--- src/rtl/gpr_cdb_arb_pkg.sv ---
// Shared types for the GPR common data bus arbiter: CDB payload layout and
// the modular index helper used by the rotating-priority picker.
package gpr_cdb_arb_pkg;

    localparam int ROB_WIDTH  = 6;
    localparam int DATA_WIDTH = 32;

    typedef struct packed {
        logic [ROB_WIDTH-1:0]  tag;
        logic [DATA_WIDTH-1:0] data;
    } cdb_t;

    // Wraps an index in [0, 2n) back into [0, n); works for any n, not only powers of two.
    function automatic int rr_wrap(input int idx, input int n);
        return (idx >= n) ? (idx - n) : idx;
    endfunction

endpackage

--- src/rtl/gpr_cdb_arb_if.sv ---
// Per-requester valid/ready/data bundle between the result producers and the
// GPR CDB arbiter.
interface gpr_cdb_arb_if #(
    parameter int N_REQ = 4
);
    import gpr_cdb_arb_pkg::*;

    logic [N_REQ-1:0] req_valid;
    logic [N_REQ-1:0] req_ready;
    cdb_t [N_REQ-1:0] req_data;

    modport master (
        output req_valid,
        output req_data,
        input  req_ready
    );

    modport slave (
        input  req_valid,
        input  req_data,
        output req_ready
    );

endinterface

--- src/rtl/gpr_cdb_arb_rr_pick.sv ---
// Purely combinational rotating-priority picker: first set bit of valid_i
// scanning cyclically upward from start_i.
module gpr_cdb_arb_rr_pick
    import gpr_cdb_arb_pkg::*;
#(
    parameter int N_REQ = 4,
    parameter int PTR_W = 2
) (
    input  logic [N_REQ-1:0] valid_i,
    input  logic [PTR_W-1:0] start_i,
    output logic [N_REQ-1:0] grant_o,
    output logic [PTR_W-1:0] idx_o,
    output logic             any_o
);

    logic [PTR_W-1:0] pos;
    logic             hit;
    logic             found;

    // Scan offsets 0..N_REQ-1 from the start pointer; the first hit wins.
    always_comb begin
        grant_o = {N_REQ{1'b0}};
        idx_o   = {PTR_W{1'b0}};
        found   = 1'b0;
        pos     = {PTR_W{1'b0}};
        hit     = 1'b0;
        for (int k = 0; k < N_REQ; k++) begin
            pos          = PTR_W'(rr_wrap(int'(start_i) + k, N_REQ));
            hit          = ~found & valid_i[pos];
            grant_o[pos] = grant_o[pos] | hit;
            idx_o        = hit ? pos : idx_o;
            found        = found | hit;
        end
        any_o = found;
    end

endmodule

--- src/rtl/gpr_cdb_arb.sv ---
// Round-robin arbiter for the single GPR CDB: grants one producer per cycle
// and broadcasts its tag/data from a register on the following cycle.
module gpr_cdb_arb
    import gpr_cdb_arb_pkg::*;
#(
    parameter int N_REQ = 4
) (
    input  logic                clk,
    input  logic                rst_n,
    gpr_cdb_arb_if.slave        req_if,
    input  logic                flush,
    output logic                cdb_valid,
    output cdb_t                cdb
);

    localparam int PTR_W = (N_REQ > 1) ? $clog2(N_REQ) : 1;

    logic [PTR_W-1:0] rr_ptr_q, rr_ptr_d;
    logic             cdb_valid_q, cdb_valid_d;
    cdb_t             cdb_q, cdb_d;

    logic [N_REQ-1:0] pick_grant;
    logic [PTR_W-1:0] pick_idx;
    logic             pick_any;
    logic             grant_ok;
    logic [N_REQ-1:0] req_ready_s;

    gpr_cdb_arb_rr_pick #(
        .N_REQ (N_REQ),
        .PTR_W (PTR_W)
    ) u_rr_pick (
        .valid_i (req_if.req_valid),
        .start_i (rr_ptr_q),
        .grant_o (pick_grant),
        .idx_o   (pick_idx),
        .any_o   (pick_any)
    );

    // Grant gating, pointer advance and next broadcast; ready is masked while in reset.
    always_comb begin
        grant_ok    = pick_any & ~flush & rst_n;
        req_ready_s = {N_REQ{1'b0}};
        rr_ptr_d    = rr_ptr_q;
        cdb_valid_d = 1'b0;
        cdb_d       = cdb_q;
        if (grant_ok) begin
            req_ready_s = pick_grant;
            rr_ptr_d    = (pick_idx == PTR_W'(N_REQ - 1)) ? {PTR_W{1'b0}}
                                                          : (pick_idx + PTR_W'(1));
            cdb_valid_d = 1'b1;
            cdb_d       = req_if.req_data[pick_idx];
        end else begin
            req_ready_s = {N_REQ{1'b0}};
            rr_ptr_d    = rr_ptr_q;
            cdb_valid_d = 1'b0;
            cdb_d       = cdb_q;
        end
    end

    // Pointer and CDB output register; reset drops any pending broadcast.
    always_ff @(posedge clk or negedge rst_n) begin
        if (!rst_n) begin
            rr_ptr_q    <= {PTR_W{1'b0}};
            cdb_valid_q <= 1'b0;
            cdb_q       <= cdb_t'({(ROB_WIDTH + DATA_WIDTH){1'b0}});
        end else begin
            rr_ptr_q    <= rr_ptr_d;
            cdb_valid_q <= cdb_valid_d;
            cdb_q       <= cdb_d;
        end
    end

    assign req_if.req_ready = req_ready_s;
    assign cdb_valid        = cdb_valid_q;
    assign cdb              = cdb_q;

endmodule

--- src/flat_wrapper.sv ---
// flat-port wrapper written by rule: the top's interface ports become plain ports
module gpr_cdb_arb_flat import gpr_cdb_arb_pkg::*;
#(
    parameter int N_REQ = 4
)
  (clk, rst_n, flush, cdb_valid, cdb, req_if_req_valid, req_if_req_data, req_if_req_ready);
  gpr_cdb_arb_if #(.N_REQ(N_REQ)) req_if_i ();
  input  logic clk;
  input  logic rst_n;
  input  logic flush;
  output logic cdb_valid;
  output cdb_t cdb;
  input wire logic [$bits(req_if_i.req_valid)-1:0] req_if_req_valid;
  input wire logic [$bits(req_if_i.req_data)-1:0] req_if_req_data;
  output wire logic [$bits(req_if_i.req_ready)-1:0] req_if_req_ready;
  assign req_if_i.req_valid = req_if_req_valid;
  assign req_if_i.req_data = req_if_req_data;
  assign req_if_req_ready = req_if_i.req_ready;
  gpr_cdb_arb #(.N_REQ(N_REQ)) u_core (.clk(clk), .rst_n(rst_n), .req_if(req_if_i), .flush(flush), .cdb_valid(cdb_valid), .cdb(cdb));
endmodule
--- config.mk ---
export PLATFORM = sky130hd
export DESIGN_NAME = gpr_cdb_arb_flat
export DESIGN_NICKNAME = d
export VERILOG_FILES = /design/src/rtl/gpr_cdb_arb_pkg.sv /design/src/rtl/gpr_cdb_arb_if.sv /design/src/rtl/gpr_cdb_arb_rr_pick.sv /design/src/rtl/gpr_cdb_arb.sv /design/src/flat_wrapper.sv
export SDC_FILE = /design/constraint.sdc
export NUM_CORES = 1
export LEC_CHECK = 0
export ABC_AREA = 1
export CORE_UTILIZATION = 40
export DETAILED_ROUTE_END_ITERATION = 8
export GPL_TIMING_DRIVEN = 0
export PLACE_DENSITY = 0.95
export SKIP_LAST_GASP = 1
export SYNTH_ARGS = -nofsm -noshare
export SYNTH_HDL_FRONTEND = slang
export SYNTH_SLANG_ARGS = --single-unit
--- constraint.sdc ---
create_clock -name clk -period 5.5 [get_ports clk]
set_clock_uncertainty 0.2 [all_clocks]
set_input_delay 1.1 -clock clk [delete_from_list [all_inputs] [get_ports clk]]
set_output_delay 1.1 -clock clk [all_outputs]
set_load 0.03 [all_outputs]
==> results.md, run 1 <==
- IO Pins: between 200 and 250
- Mapped Nets: ~660
- Synth Register Bits: 41
- Antenna violations before repair: 0
- Vias/cell: roughly 5.4
- Post-route insts no fill: between 800 and 900
- Vias in the first global route: 4,431
- VDD IR max: approximately 0.00058 V
- Worst slew pin tran: between 0.5 and 0.6 ns
- DP Wirelength: between 10,000 and 15,000 um
- Cell count after placement: between 800 and 900
- Clock Pin Slew Worst Setup and Hold Paths: approximately 0.070 ns
- R2r endpoint: u_core.cdb[25]
- Max-Slew Margin vs Limit: about three fifths
- Final Util: 68.5%
- Hold slack: 0.351 ns
- WHS Endpoint: u_core.cdb[8]
- Hold path startpoint: u_core.cdb[8]
- Met3 Track Usage GR: between 6 and 7%
- N_diodes: 0
- PD cells: roughly 750 nW/um2
- Crit path capture type: output port
- DR iter-0 viols: 175
- Chip width: roughly 94 um
- Met2 GRT Util: between 50 and 60%
- Syn_area_per_cell: 6.77 um2
- Cells on worst reg2reg path: 12
- Fmax: 205 MHz
- Drc violations: 0
- Max stage delay on crit path: around 0.5 ns
- Die Area: 8850 um2
- CP startpoint kind: input port
- Worst Path Max Fanout: 6
- Core Region: a little over 8000 um2
- Critical path class: input port to output port
- Period utilisation layout: between 80 and 90%
- Gate power share: roughly 83%
- ANT nets after route: 0
- CP startpoint: req_if_req_valid[2]
- Worst EP required: between 4 and 5 ns
- Port bufs: between 200 and 250
- Routability cong.: about 0.95
- CTS tree: yes
- P_sw: 2.37 mW
- Min cycle time layout: between 4 and 5 ns
- GRT overflow: 0
- Switch share: 56.3%
- Largest net degree at the start of global routing: 29
- Clk sinks: 41
- Fin. Hold Viols: 0
- Synth warn: 0
- Clock root cell: clkbuf_8
- CP Depth: 20
- Worst path arrival time: around 3.6 ns
- Gr busiest metal: met2
- GRT met1 Usage: approximately a third
- Total Wirelength: between 10,000 and 15,000 um
- Power Internal: between 1.5 and 2 mW
- Area grow syn2layout: 66.1%
- Latest clock arrival within the worst-skew pair: roughly 0.29 ns
- Clock buffer depth: 2
- RSZ-0062 raised after global routing: false
- # fillers: 660
- Detailed-route via count: roughly 4,400
- Slowest-stage cell, CP: clkdlybuf4s50_1
- Clock group share of total power: under 10%
- GRT Total Usage: approximately 30%
- CP delay by family, top: simple AND/OR/NAND/NOR gates
- Drt first pass iters: 5
- Die height: approximately 94 um
- Status: complete, no violations
- Register area share after synthesis: ~30%
- Wire length per cell: 16.0 um
- Synth Instances: approximately 500
- WHS Path Cells: 2
- Fin. max-slew vios: 0
- FP Rows: 33
- Share of cells above drive strength 1: 12.0%
- CP cell instances: clkdlybuf4s50_1 > inv_1 > nand2_1 > nand3_1 > nand2_4 > nand3_1 > nand3_1 > nand2_1 > nand3_1 > nand3_1 > nand3_1 > nand2_1 > nand3_1 > nand3_1 > nand3_1 > nand2_1 > nand3_1 > nand2_1 > inv_1 > dlymetal6s2s_1
- First-pass GRT wire length: slightly above 20,000 um
- Flop pwr share: approximately an eighth
- TritonCTS Buffers: 5
- Setup TNS: 0 ns
- Post-CTS Setup Bufs: 0
- Leakage power: approximately 2.4 nW
- Initial Util: approximately two fifths
- Max_cap viols: 0
- Crit path buf inv count: 4
- HP Class: flip-flop to flip-flop
- Syn Std Cell Area: roughly 3400 um2
- Finish-stage setup viols: 0
- H-tree levels: 2
- Netlist cell types: 31
- R2R Setup Slk: approximately 2.1 ns
- CP most frequent cell: nand3_1
- Net total in the final layout: around 870
cell usage in the layout (no fill, tap or decap), types with 2 or more instances in the layout:
master,instances
nor2_2,29
clkbuf_8,5
ha_1,4
nor2_4,2
nand3_1,34
dlymetal6s2s_1,4
buf_6,3
o21ai_1,31
clkbuf_1,8
nand2_1,31
dfrtp_1,41
clkdlybuf4s50_1,196
a21oi_1,5
nor2_1,162
buf_2,13
nand2_4,6
a31oi_1,40
inv_2,4
buf_12,5
inv_1,16
buf_4,6
o21ai_0,51
metrics by stage:
stage	setup slack [ns]	total power, mW	instance area, um2
after floorplan	1.56	2.96	3390
after global placement	-0.374	3.87	5530
after detailed placement	0.289	3.99	5550
after CTS	0.275	4.19	5620
after global routing	0.310	4.55	5630
final	0.617	4.21	5630
registers in the layout (all words and copies together), names as in the netlist, named ones only:
register / cells
u_core.cdb: 38
u_core.rr_ptr_q: 1
u_core.cdb_valid: 1
power by group through the flow:
| stage | Combinational [mW] | Clock (mW) | Sequential [mW] |
|---|---|---|---|
| 2_1_floorplan | 2.14 | 0 | 0.817 |
| 3_3_place_gp | 3.32 | 0 | 0.547 |
| 3_5_place_dp | 3.44 | 0 | 0.555 |
| 4_1_cts | 3.45 | 0.189 | 0.551 |
| 5_1_grt | 3.79 | 0.196 | 0.570 |
| 6_report | 3.47 | 0.184 | 0.552 |
metal layers:
layer / up-vias / wire, um / part of all wire [%]
li1: 2088 / - / -
met5: - / 0 / 0
met3: 57 / 1070 / 8.2
met4: 0 / 589 / 4.5
met1: 1979 / 4710 / 36
met2: 265 / 6630 / 51
synth_stat cells (all sizes together):
cell / count / area share, %
dfrtp: 41 / 30
a31oi: 40 / 7.4
a21oi: 6 / 1.2
inv: 22 / 2.7
clkinv: 1 / 0.26
nand2: 39 / 6.2
o221ai: 1 / 0.44
buf: 26 / 6.6
clkbuf: 8 / 0.89
nor2: 193 / 24
ha: 4 / 1.5
nand3: 36 / 5.8
o21ai: 84 / 13
how the worst max path moves through the flow:
stage                                to  slack [ns]
CTS                 req_if_req_ready[1]        0.28
floorplan           req_if_req_ready[0]        1.56
global route        req_if_req_ready[3]        0.31
global placement    req_if_req_ready[0]       -0.37
detailed placement  req_if_req_ready[1]        0.29
finish              req_if_req_ready[3]        0.62
logic make-up after synthesis:
logic type	after synthesis	synth area share (%)
AND/OR/NAND/NOR	268	36.0
AO/OA/AOI/OAI	131	21.9
buffers and inverters	57	10.4
flip-flops	41	30.3
adder cells (fa/ha/maj)	4	1.48
cell type report:
| cell class | instances | area, um2 | share of cell area, % |
|---|---|---|---|
| plain buffers | 34 | 253 | 4.49 |
| clock buffers | 5 | 68.8 | 1.22 |
| clock inverters | 1 | 5.00 | 0.0889 |
| inverters | 23 | 98.8 | 1.76 |
| multi-input cells | 403 | 2010 | 35.7 |
| flip-flops and latches | 41 | 1030 | 18.2 |
| well taps | 105 | 131 | 2.33 |
| repair buffers | 202 | 2040 | 36.2 |
worst reg2reg max path, stage by stage, from the launching register on:
cell,delay [ns]
dfrtp_1,0.51
inv_2,0.07
buf_6,0.16
ha_1,0.42
inv_1,0.20
o21ai_0,0.43
inv_1,0.08
nand2_1,0.07
nand3_1,0.20
inv_2,0.21
clkbuf_1,0.49
nor2_1,0.09
a31oi_1,0.20
repair_timing:
item | CTS | global route
hold buffers | 0 | 0
hold endpoints to repair | 0 | 0
endpoints found under the setup margin | 0 | 4
resized for setup | 0 | 4
Power figures use the tool's default switching activity.
==> run 2: changes to the inputs <==
--- a/config.mk
+++ b/config.mk
@@ -9,7 +9,7 @@
 export CORE_UTILIZATION = 40
 export DETAILED_ROUTE_END_ITERATION = 8
 export GPL_TIMING_DRIVEN = 0
-export PLACE_DENSITY = 0.95
+export PLACE_DENSITY_LB_ADDON = 0.2
 export SKIP_LAST_GASP = 1
 export SYNTH_ARGS = -nofsm -noshare
 export SYNTH_HDL_FRONTEND = slang
==> run 2 against run 1 <==
Register-to-register slack improved by 0.16 ns. Die area did not move. Combinational power barely moved. Sequential share of layout area fell by 0.057 points. Final cell count rose by 0.25%. Routed wire length fell by 4.5%. Critical path depth fell by 2. Power barely moved. Critical path type unchanged.
==> results.md, run 2 (synthesized netlist as in run 1, its figures left out) <==
- Latest clock arrival within the worst-skew pair: approximately 0.28 ns
- PD cells: 745 nW/um2
- Total Wirelength: between 10,000 and 15,000 um
- Post_cts resized: 0
- IO Pins: slightly above 200
- Multi-input gate area: just over 2000 um2
- Port bufs: ~200
- Min cycle time layout: between 5 and 6 ns
- Antenna violations before repair: 0
- P_sw: 2.34 mW
- HP Class: flip-flop to flip-flop
- ANT nets after route: 0
- Met2 GRT Util: 50.8%
- Fmax: 190 MHz
- Hold slack: roughly 0.35 ns
- Fin. max-slew vios: 0
- GRT met1 Usage: between 30 and 40%
- Leading cell types in the layout, fill and taps excluded: 200 x clkdlybuf4s50_1, 162 x nor2_1, 51 x o21ai_0
- CP startpoint kind: input port
- DR iter-0 viols: ~220
- Max-Slew Margin vs Limit: between 60 and 70%
- GRT overflow: 0
- CP delay by family, top: buffers and inverters
- Crit path capture type: output port
- Clock buffer depth: 2
- First-pass GRT wire length: 19,300 um
- Initial Util: around 41%
- Switch share: between 50% and 60%
- Largest net degree at the start of global routing: 25
- Chip width: 94.1 um
- Die Area: just under 9000 um2
- Detailed-route via count: between 4,000 and 5,000
- Crit path buf inv count: 5
- Largest register FFs: 38
- Critical path class: input port to output port
- Leakage power: roughly 2.3 nW
- Power Internal: ~1.9 mW
- Most common cell after layout, fill and taps aside: clkdlybuf4s50_1
- Hold buffers post-CTS: 0
- Flop pwr share: a little over an eighth
- Routability cong.: slightly above 0.9
- Worst slew pin tran: 0.537 ns
- Clk sinks: 41
- Core Region: approximately 8200 um2
- Vias in the first global route: between 4,000 and 5,000
- Die height: 94.1 um
- Gr busiest metal: met2
- Max stage delay on crit path: roughly 0.66 ns
- Max_cap viols: 0
- CP cell instances: clkdlybuf4s50_1 > inv_1 > nand2_1 > nand3_1 > nand2_4 > inv_2 > o21ai_0 > nand3_1 > nand3_1 > nand2_1 > nand3_1 > nand3_1 > nand3_1 > nand2_1 > nand3_1 > nand2_1 > inv_1 > clkdlybuf4s50_1
- Seq. cell area: between 1000 and 1500 um2
- RSZ-0062 raised after global routing: false
- Post-CTS Setup Bufs: 0
- Worst path arrival time: roughly 4.0 ns
- Slowest-stage cell, CP: clkdlybuf4s50_1
- Period utilisation layout: a little over nine tenths
- Net total in the final layout: just under 900
- Share of cells above drive strength 1: approximately 12%
- CTS tree: yes
- Drt first pass iters: 5
- Fin. Hold Viols: 0
- FP Rows: 33
- Met3 Track Usage GR: 5.91%
- H-tree levels: 2
- GRT Total Usage: roughly 28%
- DP Wirelength: 9880 um
- Drc violations: 0
- Clock Pin Slew Worst Setup and Hold Paths: roughly 0.080 ns
- Worst Path Max Fanout: 6
- Vias/cell: 5.22
- Area grow syn2layout: 66.7%
- Finish-stage setup viols: 0
- Total power: about 4.2 mW
- VDD IR max: 0.000433 V
- N_diodes: 0
- CP most frequent cell: nand3_1
- Clock group share of total power: roughly 5.3%
- TritonCTS Buffers: 5
- Clock root cell: clkbuf_8
- # fillers: 710
- Status: complete, no violations
- Wire length per cell: approximately 15 um
- Worst EP required: 4.20 ns
- Gate power share: between 80 and 90%
run 2: cell count changes in the layout (fill, tap and decap cells not counted), sizes merged:
cell           delta
clkdlybuf4s50     +4
dlymetal6s2s      -4
clkbuf            +2
run 2: worst min-delay path, delay by kind of cell, from the launching register on:
kind / cells / cell delay, ns
compound gates: 1 / 0.12
simple gates: 1 / 0.05
flops: 1 / 0.34
run 2: area by class of cell:
class / instances / area share, %
flip-flops and latches: 41 / 18.2
inverters: 23 / 1.75
clock buffers: 7 / 1.71
repair buffers: 202 / 35.9
plain buffers: 34 / 4.47
well taps: 105 / 2.33
multi-input cells: 403 / 35.6
clock inverters: 1 / 0.0886
run 2: per-layer routing:
metal	vias to the layer above	share of wire, %	routed length, um
li1	2088	-	-
met1	1964	38	4700
met2	183	53	6610
met3	24	6.7	828
met4	0	2.3	283
met5	-	0	0
run 2: power by group through the flow:
stage                     logic (mW)  clock network [mW]  registers (mW)
after floorplan                 2.14                   0           0.817
after global placement          3.33                   0           0.545
after detailed placement        3.41                   0           0.552
after CTS                       3.42               0.224           0.549
after global routing            3.77               0.235           0.568
final                           3.44               0.223           0.549
run 2: stage by stage:
| stage | area, um2 | setup TNS [ns] | instances | util (%) | worst slack [ns] |
|---|---|---|---|---|---|
| 6_report | 5650 | 0 | 816 | 68.8 | 0.226 |
| 5_1_grt | 5650 | 0 | 816 | 68.8 | 0.0247 |
| 4_1_cts | 5650 | 0 | 816 | 68.8 | 0.266 |
| 3_5_place_dp | 5550 | 0 | 808 | 67.5 | 0.272 |
| 3_3_place_gp | 5530 | -1.38 | 807 | 67.3 | -0.352 |
| 2_1_floorplan | 3390 | 0 | 501 | - | 1.56 |
run 2: path summary, 6_finish.rpt:
kind | startpoint | end | slack [ns] | depth (start not counted)
min in group asynchronous | rst_n | u_core.cdb[5] | 0.55 | 1
hold reg to reg | u_core.cdb[27] | u_core.cdb[27] | 0.35 | 2
hold / removal | u_core.cdb[27] | u_core.cdb[27] | 0.35 | 2
setup reg to reg | flip-flop | u_core.cdb[29] | 2.24 | 12
setup / recovery | req_if_req_valid[2] | req_if_req_ready[1] | 0.23 | 18
max in group asynchronous | rst_n | u_core.cdb[28] | 4.04 | 2
